==> config.mk <==
export PLATFORM = sky130hd
export DESIGN_NAME = bus_arbiter8
export DESIGN_NICKNAME = d
export VERILOG_FILES = /design/src/rtl/bus_arbiter8_pkg.sv /design/src/rtl/bus_arbiter8_mux.sv /design/src/rtl/bus_arbiter8.sv
export SDC_FILE = /design/constraint.sdc
export NUM_CORES = 1
export LEC_CHECK = 0
export CAP_MARGIN = 20
export CORE_MARGIN = 2
export CORE_UTILIZATION = 37
export DETAILED_ROUTE_END_ITERATION = 6
export PLACE_DENSITY = 0.78
export SLEW_MARGIN = 25
export SYNTH_ARGS = -nofsm -noshare
export SYNTH_HDL_FRONTEND = slang
export SYNTH_HIERARCHICAL = 1
export SYNTH_SLANG_ARGS = --single-unit
==> constraint.sdc <==
create_clock -name clk -period 4.2 [get_ports clk]
set_input_delay 0.84 -clock clk [delete_from_list [all_inputs] [get_ports clk]]
set_output_delay 0.84 -clock clk [all_outputs]
set_load 0.01 [all_outputs]
==> src/rtl/bus_arbiter8_pkg.sv <==
// Shared constants, state encoding and slot extraction for the 8-way bus arbiter.
package bus_arbiter8_pkg;

    localparam int N_REQ  = 8;
    localparam int DATA_W = 16;
    localparam int IDX_W  = 3;

    typedef enum logic {
        ST_IDLE = 1'b0,
        ST_BUSY = 1'b1
    } state_e;

    // Slot idx of the flattened request-data bus: bits [16*idx+15 : 16*idx].
    function automatic logic [DATA_W-1:0] get_slot(
        input logic [N_REQ*DATA_W-1:0] bus,
        input int unsigned             idx
    );
        return bus[idx*DATA_W +: DATA_W];
    endfunction

endpackage

==> src/rtl/bus_arbiter8_mux.sv <==
// Plain 8-way 16-bit word multiplexer, selected by a 3-bit index.
module Mux8Way16
    import bus_arbiter8_pkg::*;
(
    input  logic [DATA_W-1:0] a,
    input  logic [DATA_W-1:0] b,
    input  logic [DATA_W-1:0] c,
    input  logic [DATA_W-1:0] d,
    input  logic [DATA_W-1:0] e,
    input  logic [DATA_W-1:0] f,
    input  logic [DATA_W-1:0] g,
    input  logic [DATA_W-1:0] h,
    input  logic [IDX_W-1:0]  sel,
    output logic [DATA_W-1:0] out
);

    always_comb begin
        out = a;
        case (sel)
            3'd0:    out = a;
            3'd1:    out = b;
            3'd2:    out = c;
            3'd3:    out = d;
            3'd4:    out = e;
            3'd5:    out = f;
            3'd6:    out = g;
            3'd7:    out = h;
            default: out = a;
        endcase
    end

endmodule

==> src/rtl/bus_arbiter8.sv <==
// Round-robin arbiter sharing one 16-bit valid/ready output among 8 requesters,
// with bounded bursts per grant and a same-cycle per-requester ack.
module bus_arbiter8
    import bus_arbiter8_pkg::*;
#(
    parameter int MAX_BURST = 4,
    parameter int CNT_W     = 4
) (
    input  logic                      clk,
    input  logic                      reset,
    input  logic [N_REQ-1:0]          req,
    input  logic [N_REQ*DATA_W-1:0]   in_data,
    input  logic                      out_ready,
    output logic                      out_valid,
    output logic [DATA_W-1:0]         out_data,
    output logic [N_REQ-1:0]          ack,
    output logic [N_REQ-1:0]          grant,
    output logic [IDX_W-1:0]          sel,
    output logic                      busy
);

    // Handshake: a word moves when out_valid & out_ready are both high in a
    // cycle; out_valid never waits on out_ready, and ack mirrors that transfer.

    state_e               state_q, state_d;
    logic [N_REQ-1:0]     grant_q, grant_d;
    logic [IDX_W-1:0]     sel_q, sel_d;
    logic [IDX_W-1:0]     last_idx_q, last_idx_d;
    logic [CNT_W-1:0]     beat_cnt_q, beat_cnt_d;

    logic                 transfer;
    logic [DATA_W-1:0]    mux_out;
    logic [CNT_W-1:0]     cnt_inc;
    logic                 rearb;
    logic [IDX_W-1:0]     search_from;
    logic [IDX_W:0]       win;

    // Returns {found, index}: first set request strictly after 'last',
    // wrapping round so that 'last' itself is checked last.
    function automatic logic [IDX_W:0] rr_search(
        input logic [N_REQ-1:0] r,
        input logic [IDX_W-1:0] last
    );
        logic [IDX_W:0]   res;
        logic [IDX_W-1:0] idx;
        res = '0;
        for (int k = N_REQ; k >= 1; k--) begin
            idx = last + IDX_W'(k);
            if (r[idx]) begin
                res = {1'b1, idx};
            end
        end
        return res;
    endfunction

    Mux8Way16 u_mux (
        .a   (get_slot(in_data, 0)),
        .b   (get_slot(in_data, 1)),
        .c   (get_slot(in_data, 2)),
        .d   (get_slot(in_data, 3)),
        .e   (get_slot(in_data, 4)),
        .f   (get_slot(in_data, 5)),
        .g   (get_slot(in_data, 6)),
        .h   (get_slot(in_data, 7)),
        .sel (sel_q),
        .out (mux_out)
    );

    assign busy      = (state_q == ST_BUSY);
    assign out_valid = busy & req[sel_q];
    assign transfer  = out_valid & out_ready;
    assign ack       = transfer ? grant_q : '0;
    assign out_data  = out_valid ? mux_out : '0;
    assign grant     = grant_q;
    assign sel       = sel_q;
    assign cnt_inc   = beat_cnt_q + 1'b1;

    always_comb begin
        state_d     = state_q;
        grant_d     = grant_q;
        sel_d       = sel_q;
        last_idx_d  = last_idx_q;
        beat_cnt_d  = beat_cnt_q;
        rearb       = 1'b0;
        search_from = last_idx_q;
        win         = '0;

        case (state_q)
            ST_IDLE: begin
                if (|req) begin
                    rearb = 1'b1;
                end
            end
            ST_BUSY: begin
                if (transfer) begin
                    if ((cnt_inc < CNT_W'(MAX_BURST)) && req[sel_q]) begin
                        beat_cnt_d = cnt_inc;
                    end else begin
                        last_idx_d  = sel_q;
                        search_from = sel_q;
                        rearb       = 1'b1;
                    end
                end else if (!req[sel_q]) begin
                    // Owner withdrew without a transfer: hand over, no ack.
                    last_idx_d  = sel_q;
                    search_from = sel_q;
                    rearb       = 1'b1;
                end
            end
            default: begin
                state_d = ST_IDLE;
                grant_d = '0;
            end
        endcase

        if (rearb) begin
            win        = rr_search(req, search_from);
            beat_cnt_d = '0;
            if (win[IDX_W]) begin
                state_d = ST_BUSY;
                sel_d   = win[IDX_W-1:0];
                grant_d = N_REQ'(1) << win[IDX_W-1:0];
            end else begin
                state_d = ST_IDLE;
                grant_d = '0;
            end
        end
    end

    always_ff @(posedge clk or posedge reset) begin
        if (reset) begin
            state_q    <= ST_IDLE;
            grant_q    <= '0;
            sel_q      <= '0;
            last_idx_q <= IDX_W'(N_REQ - 1);
            beat_cnt_q <= '0;
        end else begin
            state_q    <= state_d;
            grant_q    <= grant_d;
            sel_q      <= sel_d;
            last_idx_q <= last_idx_d;
            beat_cnt_q <= beat_cnt_d;
        end
    end

endmodule

### Yosys cells after proc, flatten, opt, wreduce, memory -nomap -nowiden

Cells that the tools add are included.
Widths: inputs -> output; s select.

| storage, ports and cells | value |
|---|---|
| input bits | 139 |
| logic and storage cells | 87 |
| output and inout bits | 37 |
| flip-flop bits (word level) | 19 |

| operators by class | value |
|---|---|
| shifts and indexed selects | 1 |
| bitwise logic cells | 3 |
| reductions and logical operators | 8 |
| eq/ne operators | 7 |
| $lt $le $gt $ge | 10 |
| $add $sub $neg | 8 |
| multiplexer cells | 45 |

Operators by type and width:

| kind | number |
|---|---|
| $pmux 16 s8 | 1 |
| $mux 4 | 13 |
| $lt 3x4->1 const B | 9 |
| $bmux 1 s3 | 9 |
| $mux 16 | 1 |
| $mux 8 | 2 |
| $mux 1 | 14 |
| $add 3x3->3 const B | 4 |
| $eq 3x3->1 const B | 4 |
| $mux 3 | 4 |
| $reduce_or 8->1 | 1 |
| $shl 1x3->8 const A | 1 |
| $add 3x2->3 const B | 2 |
| $eq 3x2->1 const B | 2 |
| $reduce_bool 2->1 | 3 |
| $add 4x1->4 const B | 1 |
| $lt 4x3->1 const B | 1 |
| $add 3x1->3 const B | 1 |
| $eq 3x1->1 const B | 1 |
| $logic_not 3->1 | 1 |
| $reduce_and 3->1 | 1 |
| $and 1x1->1 | 2 |
| $pmux 1 s2 | 1 |
| $reduce_and 2->1 | 1 |
| 2 further kinds | 2 |

### Depth between registers and ports, before layout

Gate-level depths: netlist (run 1).

| logic depth | value |
|---|---|
| depth after elaboration | 19 |
| gate-level depth with buffers | 17 |
| depth with buffers taken out | 15 |

### Cells and area by module

The synthesis (run 1) kept the hierarchy.

Modules (own cells, without submodules):

| module | times used | cells each | area an instance (sq um) |
|---|---|---|---|
| bus_arbiter8 | 1 | 294 | 2351.0 |
| Mux8Way16 | 1 | 177 | 1114.8 |

### Worst setup path after synthesis (run 1)

OpenSTA, ideal clock, no wires.

| path | value |
|---|---|
| path kind | in2reg |
| from | input req[7] |
| to | register grant_q[4] (netlist: grant[4]) |
| cell stages on the path | 17 |
| slack | -0.738 ns |
| arrival time | 4.842 ns |
| setup time | 0.095 ns |
| cell sequence | buf_2 > mux2_4 > a2bb2o_4 > nor2_4 > o211ai_1 > nand2_1 > buf_2 > ha_1 > clkbuf_1 > clkbuf_1 > mux2i_1 > mux2i_1 > mux2i_1 > a32o_1 > a211oi_2 > mux2_2 > o31ai_1 |

| between the ends | value |
|---|---|
| cells in the longest elaborated chain, start to end | 19 |

RTL lines:

| item | line | text |
|---|---|---|
| from (decl) | bus_arbiter8.sv:11 | `input logic [N_REQ-1:0] req,` |
| $bmux 1 s3 | bus_arbiter8.sv:70, bus_arbiter8.sv:96, bus_arbiter8.sv:103 |  |
| $mux 1 (implied by the code) | bus_arbiter8.sv:70, bus_arbiter8.sv:96, bus_arbiter8.sv:103 |  |
| $and 1x1->1 or $logic_and 1x1->1 (tied branches) | bus_arbiter8.sv:70, bus_arbiter8.sv:96 |  |
| $and 1x1->1 or $mux 3 (tied branches) | - |  |
| $mux 3 | bus_arbiter8.sv:95 | `if (transfer) begin` |
| $mux 3 | bus_arbiter8.sv:88 | `case (state_q)` |
| $add 3x3->3 or $bmux 1 s3 (tied branches) | bus_arbiter8.sv:48, bus_arbiter8.sv:49 |  |
| $bmux 1 s3 or $mux 1 (tied branches) | bus_arbiter8.sv:49 | `if (r[idx]) begin` |
| $mux 1 (implied by the code) or $mux 4 (tied branches) | bus_arbiter8.sv:49 |  |
| $mux 4 (7 in a row) | bus_arbiter8.sv:49 |  |
| $mux 4 | bus_arbiter8.sv:116 | `if (rearb) begin` |
| $shl 1x3->8 | bus_arbiter8.sv:122 | `grant_d = N_REQ'(1) << win[IDX_W-1:0];` |
| $mux 8 | bus_arbiter8.sv:119 | `if (win[IDX_W]) begin` |
| to (signal assigned) | bus_arbiter8.sv:139 | `grant_q <= grant_d;` |
| to (decl) | bus_arbiter8.sv:26 | `logic [N_REQ-1:0] grant_q, grant_d;` |

Several ways; a longest one is shown, not always the timed one. The select of a mux whose other input is x is not followed.
A chain may end at the register's enable or synchronous reset.

### Final worst setup path (run 1)

| path | value |
|---|---|
| from | input req[6] |
| to | register grant_q[6] (netlist: grant[6]) |

Same word-level chain as after synthesis.

==> results.cfg, run 1 <==
[setup_path]
path_buf_inv = 2
path_delay_family = compound AO/OA/AOI/OAI gates
cp_cell_sequence = clkdlybuf4s15_1 -> mux2i_2 -> a2bb2o_4 -> nor2_4 -> buf_6 -> o211ai_4 -> nand2_4 -> ha_4 -> mux2i_2 -> mux4_2 -> or2_1 -> a211oi_2 -> nor4bb_2 -> o41a_1 -> o31ai_2
criticalPathCategory = in2reg
rr_worst_depth = 14
required_ns = 4.37
critPathLaunchType = input pin
cp_max_fo = 7
end_kind = flip-flop
slowest_stage = o41a_1
crit_path_frequent_cell = mux2i_2
slowest_delay_ns = 0.52
arrival_ns = 4.22
cp.depth = 15

[route]
drtAntennaViolNets = 0
drt_first_pass_iters = 6
wirelength_um = 15090
route.detailed.drc = 0
viasPerCell = 5.840
drt_iter0_markers = 258
vias = 4666
wl_per_cell_um = 18.88

[synth]
synth_fa_ha_area_share_pct = 1.083
netlist_top_cells_count = nand2_1 (42), mux2i_1 (40), nor2_1 (36)
synth_nets = 613
synth_ff_type = dfrtp_1
synth_top_cell_by_area = dfrtp_1
syn_avg_cell_area_um2 = 7.358
async_flop_share_pct = 100.0
synthMuxAreaShare_pct = 16.21
synth_top_family_by_area = compound AO/OA/AOI/OAI gates
yosys.area_share.xor_xnor_pct = 0.7581
yosys.area_share.simple_pct = 27.11
ys_types = 73
ys.warnings.count = 6
seq_area_frac_synth_pct = 13.83
synth_most_common_cell = nand2_1
ys_top_cells_by_area = dfrtp_1 (12%), mux2i_1 (12%), a22oi_1 (5.8%)
synth_seq_cells = 19
yosys.area.top_type_share_pct = 11.55
synth-edff-count = 0
synth_compound_area_share_pct = 33.00
synth.cell_area_um2 = 3466
syn-instance-count = 471

[die]
design.core.area_um2 = 9153
start_util_pct = 37.87
chipHeight_um = 100.8
rows = 35
die_w_um = 100.8
die_area_um2 = 10160
ios = 176

[placed_design]
gp_congestion = 0.9818
portBuffers = 175
dp_hpwl_um = 11620
dpl_cell_area_um2 = 5637
place_inst = 783

[finish]
fin_cells = 799
drive_gt1_share_pct = 20.35
antennaDiodeCount = 0
nets = 831
final_area_um2 = 5902
areaGrowthSynthToFinish_pct = 70.29

[sta]
hold_violations = 0
whs_ns = 0.5219
period_share_pct = 96.46
max_freq_ghz = 0.2468
tns_ns = 0
max_slew.worst_pin.slew_ns = 0.7004
max-slew-margin-rel_pct = 53.25
fin_crit_ns = 4.051
final-setup-viol-count = 0
clock_skew_ns = 0.005270
slew_viol_final = 0

[grt]
grt_overflow = 0
grt_max_degree = 48
track_usage_pct = 27.89
grt_pass1_wl_um = 22780
first_global_vias = 4474
antenna_found_initial = 0

[clocking]
clock_insertion_delay_worst_skew_ns = 0.26
cts_sinks = 19
cts_buffers = 3
clk_pin_slew_ns = 0.07
clockBufferDepth = 2
tritoncts = yes
cts_max_level = 1
ctsHoldBuffers = 0
root_buffer = clkbuf_8

[hold_path]
whs_path_depth = 2
hp-class = reg2reg

[power_and_ir_drop]
switchingPower_w = 0.003217
p_int_w = 0.003442
clockPowerShare_pct = 1.9
p_comb_share_pct = 92.9
p_total_w = 0.006659
switching_share_pct = 48.31
power_frac_seq_pct = 5.3
cellPowerDensity_nw_per_um2 = 1128
ir_worst_vdd_v = 0.001225
p_leak_nw = 2.483

[flow_run]
cap_violations = 0

[status]
outcome = complete, no violations
==> cell usage in the layout, fill, tap and decap left out, drive strengths merged, types with 16 or more instances in the layout <==
master	synthesis	final
clkdlybuf4s50	0	166
buf	26	75
nand2	43	43
mux2i	40	40
nor2	38	38
a21oi	35	35
and2	29	29
a22oi	27	27
o21ai	26	26
nand3	22	22
a31oi	17	17
nand2b	17	17
dfrtp	16	16
==> stage by stage <==
step,setup WS [ns],utilization (%)
2_1_floorplan,-0.2081,-
3_3_place_gp,-0.3548,61.59
3_5_place_dp,-0.4893,61.59
4_1_cts,0.008278,62.54
5_1_grt,-0.03267,64.48
6_report,0.1489,64.48
==> sequential cells by signal, indices dropped and copies added (netlist names) <==
signal and count:
grant 8, busy 1, beat_cnt_q 4, last_idx_q 3
sel 3
==> what timing repair did <==
item                                    CTS  global route
setup buffers                             2            10
endpoints found under the setup margin   10            10
pin swaps                                 8            18
hold endpoints to repair                  0             0
gates resized for setup                  19            36
==> power by group through the flow <==
| stage | combinational [W] | sequential (W) | clock, W |
|---|---|---|---|
| global placement | 0.00537 | 0.000346 | 0 |
| floorplan | 0.00359 | 0.000324 | 0 |
| global route | 0.00661 | 0.000360 | 0.000138 |
| CTS | 0.00565 | 0.000348 | 0.000128 |
| detailed placement | 0.00547 | 0.000347 | 0 |
| finish | 0.00618 | 0.000351 | 0.000125 |
==> area by class of cell <==
cell class | count | area, um2
repair buffers | 250 | 2315
inverters | 15 | 58.81
clock buffers | 4 | 45.04
flip-flops and latches | 19 | 480.5
well taps | 111 | 138.9
multi-input cells | 400 | 2864
fillers | 776 | 3251
==> routing by layer <==
layer	vias to the layer above	GRT usage [%]	share of wire [%]
li1	2186	-	-
met1	2190	34.75	39
met2	257	49.54	49
met3	33	4.577	9.7
met4	0	7.587	2.2
met5	-	0	0
==> worst min-delay path, cell delays in order (launching register included) <==
cell and delay, ns:
dfrtp_1 0.38, nand2_1 0.06, o31ai_1 0.05
==> final timing paths <==
| path | slack [ns] | endpoint | startpoint |
|---|---|---|---|
| setup reg to reg | 0.19 | grant[6] | beat_cnt_q[0] |
| setup / recovery | 0.15 | grant[6] | req[6] |
| hold reg to reg | 0.52 | grant[1] | grant[1] |
| min in group asynchronous | 0.99 | grant[4] | reset |
| max in group asynchronous | 2.73 | sel[1] | reset |
| hold / removal | 0.52 | grant[1] | grant[1] |
==> cells by family after synthesis <==
| family | count (synthesis) |
|---|---|
| AND/OR/NAND/NOR | 180 |
| AO/OA/AOI/OAI | 162 |
| buffers and inverters | 52 |
| multiplexers | 52 |
| flip-flops | 19 |
| XOR/XNOR | 3 |
| adder cells (fa/ha/maj) | 3 |
No activity file was read; power rests on OpenSTA's default activity.
==> run 2, diff against run 1 <==
--- a/config.mk
+++ b/config.mk
@@ -5,7 +5,7 @@
 export SDC_FILE = /design/constraint.sdc
 export NUM_CORES = 1
 export LEC_CHECK = 0
-export CAP_MARGIN = 20
+export ABC_CLOCK_PERIOD_IN_PS = 4200
 export CORE_MARGIN = 2
 export CORE_UTILIZATION = 37
 export DETAILED_ROUTE_END_ITERATION = 6
==> results of run 2 <==
Same layout as run 1: the final DEF is identical, and so are final timing and power.
==> run 3, diff against run 2 <==
--- a/config.mk
+++ b/config.mk
@@ -9,6 +9,7 @@
 export CORE_MARGIN = 2
 export CORE_UTILIZATION = 37
 export DETAILED_ROUTE_END_ITERATION = 6
+export HOLD_SLACK_MARGIN = 0.02
 export PLACE_DENSITY = 0.78
 export SLEW_MARGIN = 25
 export SYNTH_ARGS = -nofsm -noshare
==> results of run 3 <==
Same layout as run 1: the final DEF is identical, and so are final timing and power.
